### src/rtl/ripple_pipe.sv
// Pipelined carry-ripple adder/subtractor: WIDTH bits split into SLICE-bit ripple
// segments, one per stage, with carry and skewed operands/results registered between stages.
module ripple_pipe #(
    parameter int WIDTH = 16,
    parameter int SLICE = 4
) (
    input  logic             clk,
    input  logic             rst,
    input  logic             in_valid,
    output logic             in_ready,
    input  logic [WIDTH-1:0] in0,
    input  logic [WIDTH-1:0] in1,
    input  logic             cin,
    input  logic             sub,
    output logic             out_valid,
    input  logic             out_ready,
    output logic [WIDTH-1:0] out,
    output logic             cout,
    output logic             ovf
);

    localparam int STAGES = WIDTH / SLICE;

    function automatic logic [SLICE:0] ripple(
        input logic [SLICE-1:0] a,
        input logic [SLICE-1:0] b,
        input logic             c
    );
        logic [SLICE:0] r;
        logic           cy;
        r  = '0;
        cy = c;
        for (int i = 0; i < SLICE; i++) begin
            r[i] = a[i] ^ b[i] ^ cy;
            cy   = (a[i] & b[i]) | (cy & (a[i] ^ b[i]));
        end
        r[SLICE] = cy;
        return r;
    endfunction

    logic             advance_s;
    logic [WIDTH-1:0] b_eff_s;
    logic             cin_eff_s;

    // Subtraction is A + ~B + ~cin, so cin acts as a borrow-in.
    assign b_eff_s   = in1 ^ {WIDTH{sub}};
    assign cin_eff_s = cin ^ sub;

    generate
        for (genvar k = 0; k < STAGES; k++) begin : g_stage
            localparam int LO = (k + 1) * SLICE;
            localparam int AW = WIDTH - k * SLICE;

            logic [AW-1:0]  opa_s;
            logic [AW-1:0]  opb_s;
            logic           carry_in_s;
            logic           valid_in_s;
            logic [LO-1:0]  res_in_s;
            logic [SLICE:0] sum_s;
            logic           valid_r;
            logic           carry_r;
            logic [LO-1:0]  res_r;

            if (k == 0) begin : g_head
                assign opa_s      = in0;
                assign opb_s      = b_eff_s;
                assign carry_in_s = cin_eff_s;
                assign valid_in_s = in_valid;
                assign res_in_s   = sum_s[SLICE-1:0];
            end else begin : g_body
                assign opa_s      = g_stage[k-1].g_fwd.a_r;
                assign opb_s      = g_stage[k-1].g_fwd.b_r;
                assign carry_in_s = g_stage[k-1].carry_r;
                assign valid_in_s = g_stage[k-1].valid_r;
                assign res_in_s   = {sum_s[SLICE-1:0], g_stage[k-1].res_r};
            end

            assign sum_s = ripple(opa_s[SLICE-1:0], opb_s[SLICE-1:0], carry_in_s);

            // Stage valid, carry and accumulated low result bits; data only moves with a valid op.
            always_ff @(posedge clk or posedge rst) begin
                if (rst) begin
                    valid_r <= 1'b0;
                    carry_r <= 1'b0;
                    res_r   <= '0;
                end else if (advance_s) begin
                    valid_r <= valid_in_s;
                    if (valid_in_s) begin
                        carry_r <= sum_s[SLICE];
                        res_r   <= res_in_s;
                    end
                end
            end

            if (k < STAGES - 1) begin : g_fwd
                logic [AW-SLICE-1:0] a_r;
                logic [AW-SLICE-1:0] b_r;

                // Skew registers carrying the not-yet-added operand bits forward.
                always_ff @(posedge clk or posedge rst) begin
                    if (rst) begin
                        a_r <= '0;
                        b_r <= '0;
                    end else if (advance_s && valid_in_s) begin
                        a_r <= opa_s[AW-1:SLICE];
                        b_r <= opb_s[AW-1:SLICE];
                    end
                end
            end else begin : g_tail
                logic ovf_r;

                // Signed overflow: carry into MSB (a^b^sum at MSB) xor carry out of MSB.
                always_ff @(posedge clk or posedge rst) begin
                    if (rst) begin
                        ovf_r <= 1'b0;
                    end else if (advance_s && valid_in_s) begin
                        ovf_r <= opa_s[SLICE-1] ^ opb_s[SLICE-1] ^ sum_s[SLICE-1] ^ sum_s[SLICE];
                    end
                end
            end
        end
    endgenerate

    assign out_valid = g_stage[STAGES-1].valid_r;
    assign out       = g_stage[STAGES-1].res_r;
    assign cout      = g_stage[STAGES-1].carry_r;
    assign ovf       = g_stage[STAGES-1].g_tail.ovf_r;
    assign in_ready  = !(out_valid && !out_ready);
    assign advance_s = in_ready;

endmodule
### config.mk
export PLATFORM = sky130hd
export DESIGN_NAME = ripple_pipe
export DESIGN_NICKNAME = d
export VERILOG_FILES = /design/src/rtl/ripple_pipe.sv
export SDC_FILE = /design/constraint.sdc
export NUM_CORES = 1
export LEC_CHECK = 0
export CAP_MARGIN = 10
export CORE_MARGIN = 3
export CORE_UTILIZATION = 52
export CTS_CLUSTER_SIZE = 30
export DETAILED_ROUTE_END_ITERATION = 10
export PLACE_DENSITY = 0.86
export SYNTH_ARGS = -nofsm -noshare
export SYNTH_HDL_FRONTEND = slang
export SYNTH_SLANG_ARGS = --single-unit
### constraint.sdc
create_clock -name clk -period 3.84 [get_ports clk]
set_clock_uncertainty 0.05 [all_clocks]
set_input_delay 0.768 -clock clk [delete_from_list [all_inputs] [get_ports clk]]
set_output_delay 0.768 -clock clk [all_outputs]
set_load 0.1 [all_outputs]
After elaboration in Yosys (flattened, before gate mapping) --
Index checks and enable logic that the tools add are counted.
Cells by class: $add $sub $neg 0, multipliers 0, div/mod/pow operators 0, $lt $le $gt $ge 0, eq/ne operators 0, shift-type cells 0, mux-type cells 0, bitwise operators 85, reduce and logical (&&, ||, !) cells 11
Operators with widths (number):
- $xor A1 B1 Y1 | 35
- $and A1 B1 Y1 | 32
- $or A1 B1 Y1 | 16
- $xor A16 B16 Y16 | 1
- $reduce_and A2 Y1 | 4
- $logic_and A1 B1 Y1 | 5
- $logic_not A1 Y1 | 2
- $not A1 Y1 | 1
Word-level totals: flip-flop bits (word level) 97, latch bits 0, memory bits (writable) 0, bits in read-only memories 0, output and inout bits 20, logic and storage cells 115, memories 0

Depth between registers and ports, before layout --
Gate-level depths: netlist of run 1.
word-level depth 10, depth in mapped cells 12

Least setup slack after synthesis of run 1 --
OpenSTA, ideal clock, no wires.
kind input to register, from in sub, to reg g_stage[0].res_r[3], setup time 0.125 ns, arrival time 2.977 ns, required time 3.665 ns, setup slack 0.688 ns, cell stages on the path 11, path buffers 2, path through buf_2 -> buf_4 -> xnor2_1 -> fa_1 -> inv_1 -> fa_1 -> inv_1 -> fa_1 -> inv_1 -> fa_1 -> mux2_4
On the way: word-level cells in the longest chain between the ends 9
RTL lines:
- start: declaration | RTL line 14 | input logic sub,
- $xor A16 B16 Y16 | RTL line 46 | assign b_eff_s = in1 ^ {WIDTH{sub}};
- $xor A1 B1 Y1 | RTL line 35 | cy = (a[i] & b[i]) | (cy & (a[i] ^ b[i]));
- $and A1 B1 Y1 | RTL line 35
- $or A1 B1 Y1 | RTL line 35
- $and A1 B1 Y1 | RTL line 35
- $or A1 B1 Y1 | RTL line 35
- $and A1 B1 Y1 | RTL line 35
- $or A1 B1 Y1 | RTL line 35
- $xor A1 B1 Y1 (*) | RTL line 34 | r[i] = a[i] ^ b[i] ^ cy;
- named net g_stage[0].res_in_s[3] | RTL line 58 | logic [LO-1:0] res_in_s;
- end signal: assignment | RTL line 90 | res_r <= res_in_s;
- end: declaration | RTL line 62 | logic [LO-1:0] res_r;
Mark *: on every way through the listed nets, which the timed path passes. The rest lies on a longest branch. A chain may end at the register's enable or synchronous reset.

Final worst setup path of run 1 --
Same ends and word-level chain as after synthesis.

==> reports/metrics.cfg, run 1 <==
[drt]
num_vias=2441
drcViolationCount=0
dr.pass1.iters=4
ant_nets=0
routed_wl_um=7620
avgViaCountPerCell=5.23
initialDrtViolationCount=90
wire_per_inst_um=16.3

[global_routing]
gr-usage-all-layers_pct=17.4
antenna_found_initial=0
grt_max_degree=50
grt_overflow_total=0
grt_pass1_vias=2693
grt_pass1_wl_um=13100

[power_and_ir_drop]
clkPwrFrac_pct=15.1
pwr-share-seq_pct=36.5
switchingPower_w=0.00203
power_leakage_nw=2.23
finalPower_w=0.00483
p_int_w=0.00280
peakVddDrop_mv=0.263
p_per_area_nw_per_um2=941
power_frac_comb_pct=48.4
switching_share_pct=42.0

[finish]
multiInputGateArea_um2=1630
nNetsFinal=415
drive_above_1_share_pct=25.8
syn_to_final_growth_pct=19.2
ff_latch_area_um2=2430
diodes=0
fillers=565
final_cells=467

[logic_synthesis]
syn-num-nets=359
yosys-top-cells-count=dfrtp_1 (97), mux2_2 (56), inv_1 (31), a21oi_1 (29), fa_1 (16)
synth_area_um2=4300
synth-async-reset-ratio_pct=100
synth.area.top_cells=dfrtp_1 (56%), mux2_2 (15%), fa_1 (7.4%), mux2_4 (4.2%), a21oi_1 (3.4%)
ys_seq_elements=97
synth-edff-count=0
synth_top_family_by_area=multiplexers
yosysSeqAreaShare_pct=56.4
synth_adder_area_share_pct=7.74
yosysWarnings=0
yosys.area.top_type=dfrtp_1
ys.flop_type=dfrtp_1
yosys.area_share.simple_pct=1.57
syn_area_per_cell_um2=14.1
synthMuxAreaShare_pct=19.8
yosysMostFrequentCell=dfrtp_1
synth_xor_area_share_pct=3.87
synth_compound_gate_area_share_pct=4.92
synthDistinctLibCells=21
synth.top_cell.area_share_pct=56.4
syn_inst=304

[critical_path]
r2r-start=g_stage[2].carry_r
worst-setup-path-type=in2reg
cp-start-kind=input pin
reg2reg_to=ovf
cp_max_fo=3
critical_path_required_ps=4030
r2r_cells=10
cp.arrival_ps=3220
end_kind=flop
reg2reg_slack_ps=1080

[floorplan]
die-area_um2=9400
num_io_pins=58
start_util_pct=54.5
die_y_um=96.9
design.core.area_um2=7890
rows=32
die_x_um=96.9

[min_path]
min_to=out[4]
worstHoldStart=g_stage[2].res_r[4]
hold_class=reg2reg
hold_depth=1

[timing]
finalHoldViolations=0
max_freq_mhz=331
rsz0062_at_grt=false
report.final.slew_viol_count=0
min_period_ps=3020
slew_headroom_pct=35.1
tightest_slew_ps=970
period_share_pct=78.7
setup_tns_ps=0
setup-violations-final=0

[clock_network]
cts_hold_buf=0
cts_tree=built
cts_resized=0
clock-sinks=97
clock_latency_ps=350
cts-root-buf=clkbuf_8
cts.htree.levels=3
clkTransAtPathRegs_ps=90
postCtsSetupBuffers=0
cts_buffers=9
clock_path_buffers=2

[flow_run]
cap_violations=0

[placed_design]
gp_congestion=0.832
portBuffers=57
dpl.cell_count=451
hpwl_um=5320

[run_status]
status=finished clean

final cells by class:
type,count,area share [%]
clock buffers,10,2.68
clock inverters,6,1.73
inverters,31,2.32
multi-input cells,160,31.8
flip-flops and latches,97,47.3
well taps,102,2.49
repair buffers,61,11.7
cell usage in the layout, fill, tap and decap left out:
| cell | netlist | routed |
|---|---|---|
| dfrtp_1 | 97 | 97 |
| mux2_2 | 56 | 56 |
| clkdlybuf4s50_1 | 0 | 56 |
| inv_1 | 31 | 30 |
| a21oi_1 | 29 | 29 |
| fa_1 | 16 | 16 |
| xnor2_1 | 15 | 15 |
| mux2_4 | 12 | 12 |
| clkbuf_8 | 0 | 10 |
| o21ai_0 | 7 | 7 |
| a31oi_1 | 5 | 5 |
| nand3_1 | 5 | 5 |
| buf_4 | 3 | 5 |
| xor2_1 | 4 | 4 |
| mux2i_1 | 4 | 4 |
| nand2_2 | 2 | 2 |
| nand2_1 | 2 | 2 |
| clkinvlp_4 | 0 | 2 |
| bufinv_16 | 0 | 2 |
| nand2b_4 | 1 | 1 |
| and2_4 | 1 | 1 |
| inv_4 | 0 | 1 |
| ha_1 | 1 | 1 |
| clkinv_2 | 0 | 1 |
| inv_6 | 0 | 1 |
critical path: stages:
cell and delay [ps]:
clkdlybuf4s50_1 520, xnor2_1 110, fa_1 380, inv_1 80
fa_1 160, inv_1 70, fa_1 360, inv_1 80
fa_1 420, mux2_4 260
cells by family after synthesis:
group,Yosys count
flip-flops,97
multiplexers,72
buffers and inverters,47
AO/OA/AOI/OAI,41
XOR/XNOR,19
adder cells (fa/ha/maj),17
AND/OR/NAND/NOR,11
routing by layer:
layer	track usage, %	wire, um
met5	0	0
met4	5.51	112
met3	3.60	247
met2	30.0	3990
met1	22.1	3270
worst max path at each step:
stage	start	endpoint	cells past startpoint	slack, ps
6_report	sub	g_stage[0].res_r[3]	10	820
3_3_place_gp	sub	g_stage[0].res_r[3]	10	500
3_5_place_dp	sub	g_stage[0].res_r[3]	9	450
2_1_floorplan	rst	cout	1	490
5_1_grt	sub	g_stage[0].res_r[3]	9	700
4_1_cts	sub	g_stage[0].res_r[3]	9	830
registers in the layout (all words and copies together) (netlist names):
| name | count |
|---|---|
| g_stage.g_fwd.a_r | 24 |
| g_stage.g_fwd.b_r | 24 |
| g_stage.res_r | 24 |
| out | 16 |
| g_stage.carry_r | 3 |
| g_stage.valid_r | 3 |
| cout | 1 |
| out_valid | 1 |
| ovf | 1 |
power by group through the flow:
| stage | clock network (W) | logic [W] | registers (W) |
|---|---|---|---|
| finish | 0.000730 | 0.00234 | 0.00176 |
| global route | 0.000784 | 0.00251 | 0.00182 |
| CTS | 0.000746 | 0.00236 | 0.00177 |
| detailed placement | 0 | 0.00235 | 0.00178 |
| global placement | 0 | 0.00227 | 0.00175 |
| floorplan | 0 | 0.00115 | 0.00244 |
through the flow:
step           instance area [um2]  util (%)  setup WS (ps)  hold slack, ps
2_1_floorplan                 4300         -            488             425
3_3_place_gp                  4900      62.1            501             435
3_5_place_dp                  4900      62.1            446             440
4_1_cts                       5130      65.0            828             459
5_1_grt                       5130      65.0            700             472
6_report                      5130      65.0            816             455
Note: power is estimated with default switching activity, not from simulation.
==> run 2: changes to the inputs <==
- CORE_UTILIZATION: 52 -> 49
- PLACE_DENSITY: 0.86 -> 0.85
- clock period: 3.84 -> 2.5 ns (I/O delays scaled with it)
==> run 2 against run 1 <==
  * Largest cell class unchanged
  * Combinational power is 56% higher
  * Clock power is 52% higher
  * The run now ends with negative setup slack left
  * Critical endpoint is now ovf
  * Sequential cell count stayed put
  * Highest routed layer unchanged
  * Routed wire length is 0.21% higher
  * Sequential share of layout area is 0.69 points lower
  * Register-to-register slack worse by 1200 ps
==> reports/metrics.cfg, run 2 (same netlist as run 1, synthesis figures left out) <==
[timing]
max_freq_mhz=388
period_share_pct=103
min_period_ps=2580
tightest_slew_ps=489  ; was 970 ps
worst_slack_ps=-77.5  ; was 816 ps
finalHoldViolations=0  ; unchanged
setup_tns_ps=-77.5  ; was 0 ps
rsz0062_at_grt=true  ; was false
slew_headroom_pct=67.4  ; was 35.1%
setup-violations-final=1  ; was 0
report.final.slew_viol_count=0  ; unchanged

[finish]
drive_above_1_share_pct=36.3  ; was 25.8%
nNetsFinal=422  ; was 415
multiInputGateArea_um2=1670  ; was 1630 um2
diodes=0  ; unchanged
largestRegisters=g_stage.g_fwd.a_r x24, g_stage.g_fwd.b_r x24, g_stage.res_r x24  ; unchanged
syn_to_final_growth_pct=21.0  ; was 19.2%
fillers=642  ; was 565
mostFrequentLayoutCell=dfrtp_1  ; unchanged
layout_common_cells=dfrtp_1 (97), mux2_2 (56), clkdlybuf4s50_1 (33)  ; was dfrtp_1 (97), mux2_2 (56), clkdlybuf4s50_1 (56)
ff_latch_area_um2=2430  ; unchanged

[floorplan]
num_io_pins=58  ; unchanged
die-area_um2=9940  ; was 9400 um2
start_util_pct=51.3  ; was 54.5%
die_y_um=99.7  ; was 96.9 um
die_x_um=99.7  ; was 96.9 um
design.core.area_um2=8380  ; was 7890 um2
rows=33  ; was 32

[critical_path]
slowest_delay_ps=430  ; was 520 ps
end_kind=flop  ; unchanged
path_cells=inv_2, fa_2, inv_2, fa_2, fa_2, inv_2, fa_1, xnor2_1, xnor2_1, mux2_2  ; was clkdlybuf4s50_1, xnor2_1, fa_1, inv_1, fa_1, inv_1, fa_1, inv_1, fa_1, mux2_4
cp.arrival_ps=2780  ; was 3220 ps
cp_max_fo=2  ; was 3
worst-setup-path-type=reg2reg  ; was in2reg
cp_num_buf_inv=3  ; was 4
cp_top_family=adder cells  ; unchanged
critPathSlowestCell=fa_1  ; was clkdlybuf4s50_1
critical_path_required_ps=2700  ; was 4030 ps
cp-start-kind=flop  ; was input pin

[global_routing]
grt_overflow_total=0  ; unchanged
grt_pass1_wl_um=12700  ; was 13100 um
antenna_found_initial=0  ; unchanged
grt_pass1_vias=2540  ; was 2693
gr-usage-all-layers_pct=16.6  ; was 17.4%
grt_max_degree=98  ; was 50

[drt]
drcViolationCount=0  ; unchanged
avgViaCountPerCell=5.11  ; was 5.23
routed_wl_um=7630  ; was 7620 um
wire_per_inst_um=16.0  ; was 16.3 um
dr.pass1.iters=4  ; unchanged
num_vias=2439  ; was 2441
ant_nets=0  ; unchanged
initialDrtViolationCount=106  ; was 90

[placed_design]
pre_cts_slack_ps=-690  ; was 446 ps
gp_congestion=0.745  ; was 0.832
hpwl_um=5310  ; was 5320 um
portBuffers=57  ; unchanged

[min_path]
hold_class=reg2reg  ; unchanged

[clock_network]
clock_latency_ps=360  ; was 350 ps
clock-sinks=97  ; unchanged
clkTransAtPathRegs_ps=90  ; about the same
cts.htree.levels=3  ; unchanged
cts_hold_buf=0  ; unchanged
cts_buffers=9  ; unchanged
clock_path_buffers=2  ; unchanged
cts_tree=built  ; unchanged
cts-root-buf=clkbuf_8  ; unchanged

[flow_run]
cap_violations=0  ; unchanged

[power_and_ir_drop]
finalPower_w=0.00748  ; was 0.00483 W
power_leakage_nw=2.32  ; was 2.23 nW
peakVddDrop_mv=0.641  ; was 0.263 mV
p_per_area_nw_per_um2=1440  ; was 941 nW/um2

[run_status]
status=finished with violations  ; was finished clean
violations=negative setup slack

[run 2: cell type report]
class | count | share of cell area [%]
sequential | 97 | 46.6
multi-input combinational | 160 | 32.1
timing repair buffer | 68 | 12.2
tap | 105 | 2.52
clock buffer | 10 | 2.45
inverter | 31 | 2.31
clock inverter | 6 | 1.76
[run 2: final timing paths]
| path | start | endpoint | slack (ps) | cells past startpoint |
|---|---|---|---|---|
| worst max-delay path | g_stage[2].carry_r | ovf | -80 | 10 |
| worst min-delay path | g_stage[2].res_r[11] | out[11] | 460 | 1 |
| worst max register to register | g_stage[2].carry_r | ovf | -80 | 10 |
| worst min register to register | g_stage[2].res_r[11] | out[11] | 460 | 1 |
| max in group asynchronous | rst | g_stage[0].res_r[3] | 1460 | 3 |
| min in group asynchronous | rst | out[14] | 570 | 3 |
[run 2: timing repair]
item                                    in CTS  in global routing
pin swaps                                    1                  3
setup buffers                                1                  0
endpoints found under the setup margin       3                  2
resized for setup                            7                  7
[run 2: stage by stage]
step	util [%]	hold WS [ps]	instances	area, um2
after global routing	62.1	476	477	5200
after detailed placement	59.3	439	460	4970
after global placement	59.3	436	460	4970
after CTS	62.0	463	477	5200
final	62.1	457	477	5200
after floorplan	-	425	304	4360
[run 2: where the power goes]
part           internal [W]  switching [W]
Sequential          0.00229       0.000421
Clock              0.000569       0.000542
Combinational       0.00146        0.00220
[run 2: worst register-to-register path, delay by kind of cell (launching register included)]
| kind | cells | cell delay (ps) |
|---|---|---|
| xor gates and xnor gates | 2 | 280 |
| buffers and inverters | 3 | 180 |
| DFF | 1 | 380 |
| adders and majority gates | 4 | 1330 |
| muxes | 1 | 250 |
[run 2: per-layer routing]
layer	global-route usage, %	part of all wire, %	routed length, um	up-vias
met5	0	0	0	-
met4	6.83	1.7	127	0
met3	3.86	3.5	265	8
met2	27.0	51	3860	45
met1	21.5	44	3380	1251
li1	-	-	-	1135
==> run 3: changes to the inputs <==
- ABC_AREA: unset -> 1
- PLACE_DENSITY: 0.85 -> 0.75
==> run 3 against run 2 <==
  * Area after synthesis down 1.2%
  * Highest routed layer unchanged
  * Sequential share of layout area up 0.41 points
  * Hold slack lost 25 ps
  * Critical path type unchanged
  * Global-route usage hardly changed
  * Fmax increased by 7.2%
  * Via count is 19% higher
  * The flow now finishes without violations
  * Setup slack better by 170 ps
  * Cell count rose by 27%
  * Sequential power decreased by 3%
==> reports/metrics.cfg, run 3 <==
[floorplan]
die_x_um=99.1  ; was 99.7 um
rows=33  ; unchanged
die_y_um=99.1  ; was 99.7 um
num_io_pins=58  ; unchanged
die-area_um2=9820  ; was 9940 um2
design.core.area_um2=8300  ; was 8380 um2
start_util_pct=51.2  ; was 51.3%

[drt]
avgViaCountPerCell=4.79  ; was 5.11
dr.pass1.iters=4  ; unchanged
drcViolationCount=0  ; unchanged
initialDrtViolationCount=142  ; was 106
wire_per_inst_um=12.1  ; was 16.0 um
num_vias=2900  ; was 2439
ant_nets=0  ; unchanged
routed_wl_um=7340  ; was 7630 um

[logic_synthesis]
syn_inst=440  ; was 304
synthDistinctLibCells=20  ; was 21
syn_area_per_cell_um2=9.65  ; was 14.1 um2
yosys.area.top_type=dfrtp_1  ; unchanged
yosysMostFrequentCell=nand2_1  ; was dfrtp_1
ys.flop_type=dfrtp_1  ; unchanged
ys_seq_elements=97  ; unchanged
yosysSeqAreaShare_pct=57.1  ; was 56.4%
yosysWarnings=0  ; unchanged
synth-edff-count=0  ; unchanged
yosys-top-cells-count=nand2_1 (142), dfrtp_1 (97), inv_1 (43), o21ai_0 (36), nand3_1 (24)  ; was dfrtp_1 (97), mux2_2 (56), inv_1 (31), a21oi_1 (29), fa_1 (16)
synth.area.top_cells=dfrtp_1 (57%), nand2_1 (13%), fa_1 (7.5%), o21ai_0 (4.2%), inv_1 (3.8%)  ; was dfrtp_1 (56%), mux2_2 (15%), fa_1 (7.4%), mux2_4 (4.2%), a21oi_1 (3.4%)
synth-async-reset-ratio_pct=100  ; unchanged
syn-num-nets=495  ; was 359
synth_area_um2=4250  ; was 4300 um2
synth.top_cell.area_share_pct=57.1  ; was 56.4%

[global_routing]
antenna_found_initial=0  ; unchanged
grt_overflow_total=0  ; unchanged
gr-usage-all-layers_pct=16.6  ; about the same
grt_max_degree=98  ; unchanged
grt_pass1_wl_um=13300  ; was 12700 um
grt_pass1_vias=2881  ; was 2540

[min_path]
min_to=g_stage[1].g_fwd.a_r[7]  ; was out[11]
worstHoldStart=g_stage[1].g_fwd.a_r[7]  ; was g_stage[2].res_r[11]
hold_depth=2  ; was 1
hold_class=reg2reg  ; unchanged

[timing]
report.final.slew_viol_count=0  ; unchanged
min_period_ps=2410  ; was 2580 ps
hold_ws_ps=432  ; was 457 ps
tightest_slew_ps=651  ; was 489 ps
max_freq_mhz=416  ; was 388 MHz
finalHoldViolations=0  ; unchanged
setup-violations-final=0  ; was 1
worst_slack_ps=94.7  ; was -77.5 ps
slew_headroom_pct=56.6  ; was 67.4%
rsz0062_at_grt=true  ; unchanged
period_share_pct=96.2  ; was 103%

[placed_design]
portBuffers=57  ; unchanged
gp_congestion=0.740  ; was 0.745
pre_cts_slack_ps=-528  ; was -690 ps
hpwl_um=5210  ; was 5310 um

[clock_network]
clock_latency_ps=350  ; was 360 ps
clock_path_buffers=2  ; unchanged
clkTransAtPathRegs_ps=80  ; was 90 ps
cts-root-buf=clkbuf_8  ; unchanged
cts.htree.levels=3  ; unchanged
clock-sinks=97  ; unchanged
cts_hold_buf=0  ; unchanged
cts_tree=built  ; unchanged
cts_buffers=9  ; unchanged

[power_and_ir_drop]
peakVddDrop_mv=0.494  ; was 0.641 mV
p_per_area_nw_per_um2=1380  ; was 1440 nW/um2
power_leakage_nw=2.57  ; was 2.32 nW

[finish]
layout_common_cells=nand2_1 (142), dfrtp_1 (97), o21ai_0 (36)  ; was dfrtp_1 (97), mux2_2 (56), clkdlybuf4s50_1 (33)
diodes=0  ; unchanged
nNetsFinal=551  ; was 422
drive_above_1_share_pct=14.0  ; was 36.3%
ff_latch_area_um2=2430  ; unchanged
fillers=683  ; was 642
mostFrequentLayoutCell=nand2_1  ; was dfrtp_1
largestRegisters=g_stage.g_fwd.a_r x24, g_stage.g_fwd.b_r x24, g_stage.res_r x24  ; unchanged
syn_to_final_growth_pct=21.4  ; was 21.0%
multiInputGateArea_um2=1560  ; was 1670 um2

[critical_path]
path_cells=inv_2, fa_2, inv_2, fa_2, fa_2, inv_2, fa_2, nand2_1, nand3_1, nand3_1, nand2_1  ; was inv_2, fa_2, inv_2, fa_2, fa_2, inv_2, fa_1, xnor2_1, xnor2_1, mux2_2
worst-setup-path-type=reg2reg  ; unchanged
cp_max_fo=4  ; was 2
cp_num_buf_inv=3  ; unchanged
r2r-start=g_stage[2].carry_r  ; unchanged
reg2reg_slack_ps=90  ; was -80 ps
slowest_delay_ps=460  ; was 430 ps
r2r_cells=11  ; was 10
critPathSlowestCell=fa_2  ; was fa_1
crit_path_frequent_cell=fa_2
reg2reg_to=ovf  ; unchanged
cp.arrival_ps=2600  ; was 2780 ps
cp-start-kind=flop  ; unchanged
critical_path_required_ps=2700  ; about the same
cp_top_family=adder cells  ; unchanged
end_kind=flop  ; unchanged

[flow_run]
cap_violations=0  ; unchanged

[run_status]
status=finished clean  ; was finished with violations

==> run 3: cell types whose count changed after synthesis, sizes merged, moves of 2 or more <==
cell and change:
nand2 +140, mux2i -4, mux2 -68, a21oi -11, xor2 -2, a31oi -5
o21ai +30, buf +7, nand3 +19, inv +13, nor2 +19
==> run 3: stage by stage <==
step / setup TNS, ps / area [um2] / std cells / utilization, % / total power, W
finish: 0 / 5160 / 606 / 62.2 / 0.00712
global route: -42.8 / 5160 / 606 / 62.2 / 0.00769
CTS: 0 / 5150 / 606 / 62.1 / 0.00716
detailed placement: -1210 / 4900 / 589 / 59.0 / 0.00592
global placement: -1100 / 4900 / 589 / 59.0 / 0.00579
floorplan: -61.6 / 4290 / 440 / - / 0.00516
==> run 3: cell families after synthesis <==
kind of cell,count (synthesis),share of synthesized area (%)
AO/OA/AOI/OAI,55,6.92
XOR/XNOR,17,3.51
adder cells (fa/ha/maj),17,7.84
buffers and inverters,66,7.07
flip-flops,97,57.1
AND/OR/NAND/NOR,188,17.5
==> run 3: timing repair <==
item                                    4_1_cts  5_1_grt
hold endpoints to repair                      0        0
pin swaps                                     1        3
endpoints found under the setup margin        3        1
resized for setup                             5        7
setup buffers                                 1        0
==> run 3: worst register-to-register path: cells and delay by family (launching register included) <==
family,cells,cell delay [ps]
adder cells (fa/ha/maj),4,1370
AND/OR/NAND/NOR,4,300
flip-flops,1,400
buffers and inverters,3,190
==> run 3: layout make-up <==
cell class | instances | area share, %
Timing Repair Buffer | 67 | 12.2
Multi-Input combinational cell | 277 | 30.2
Sequential cell | 97 | 47.1
Tap cell | 105 | 2.55
Clock buffer | 11 | 2.74
Inverter | 44 | 3.27
Clock inverter | 5 | 1.99
==> run 3: power breakdown <==
group | total, W | internal [W] | switching [W]
sequential | 0.00263 | 0.00224 | 0.000385
combinational | 0.00329 | 0.000985 | 0.00230
clock | 0.00121 | 0.000691 | 0.000518
==> run 3: worst max-delay path by stage <==
stage	startpoint	end	slack, ps	cells past startpoint
after floorplan	sub	g_stage[0].res_r[3]	-60	12
after global placement	sub	g_stage[0].res_r[3]	-490	11
after detailed placement	sub	g_stage[0].res_r[3]	-530	11
after CTS	g_stage[2].carry_r	ovf	30	11
after global routing	g_stage[2].carry_r	ovf	-40	12
final	g_stage[2].carry_r	ovf	90	11
==> run 3: per-layer routing <==
layer	vias up	share of wire [%]	GRT usage [%]
li1	1466	-	-
met1	1358	49	24.3
met2	69	44	24.4
met3	7	6.0	4.84
met4	0	0.98	4.83
met5	-	0	0
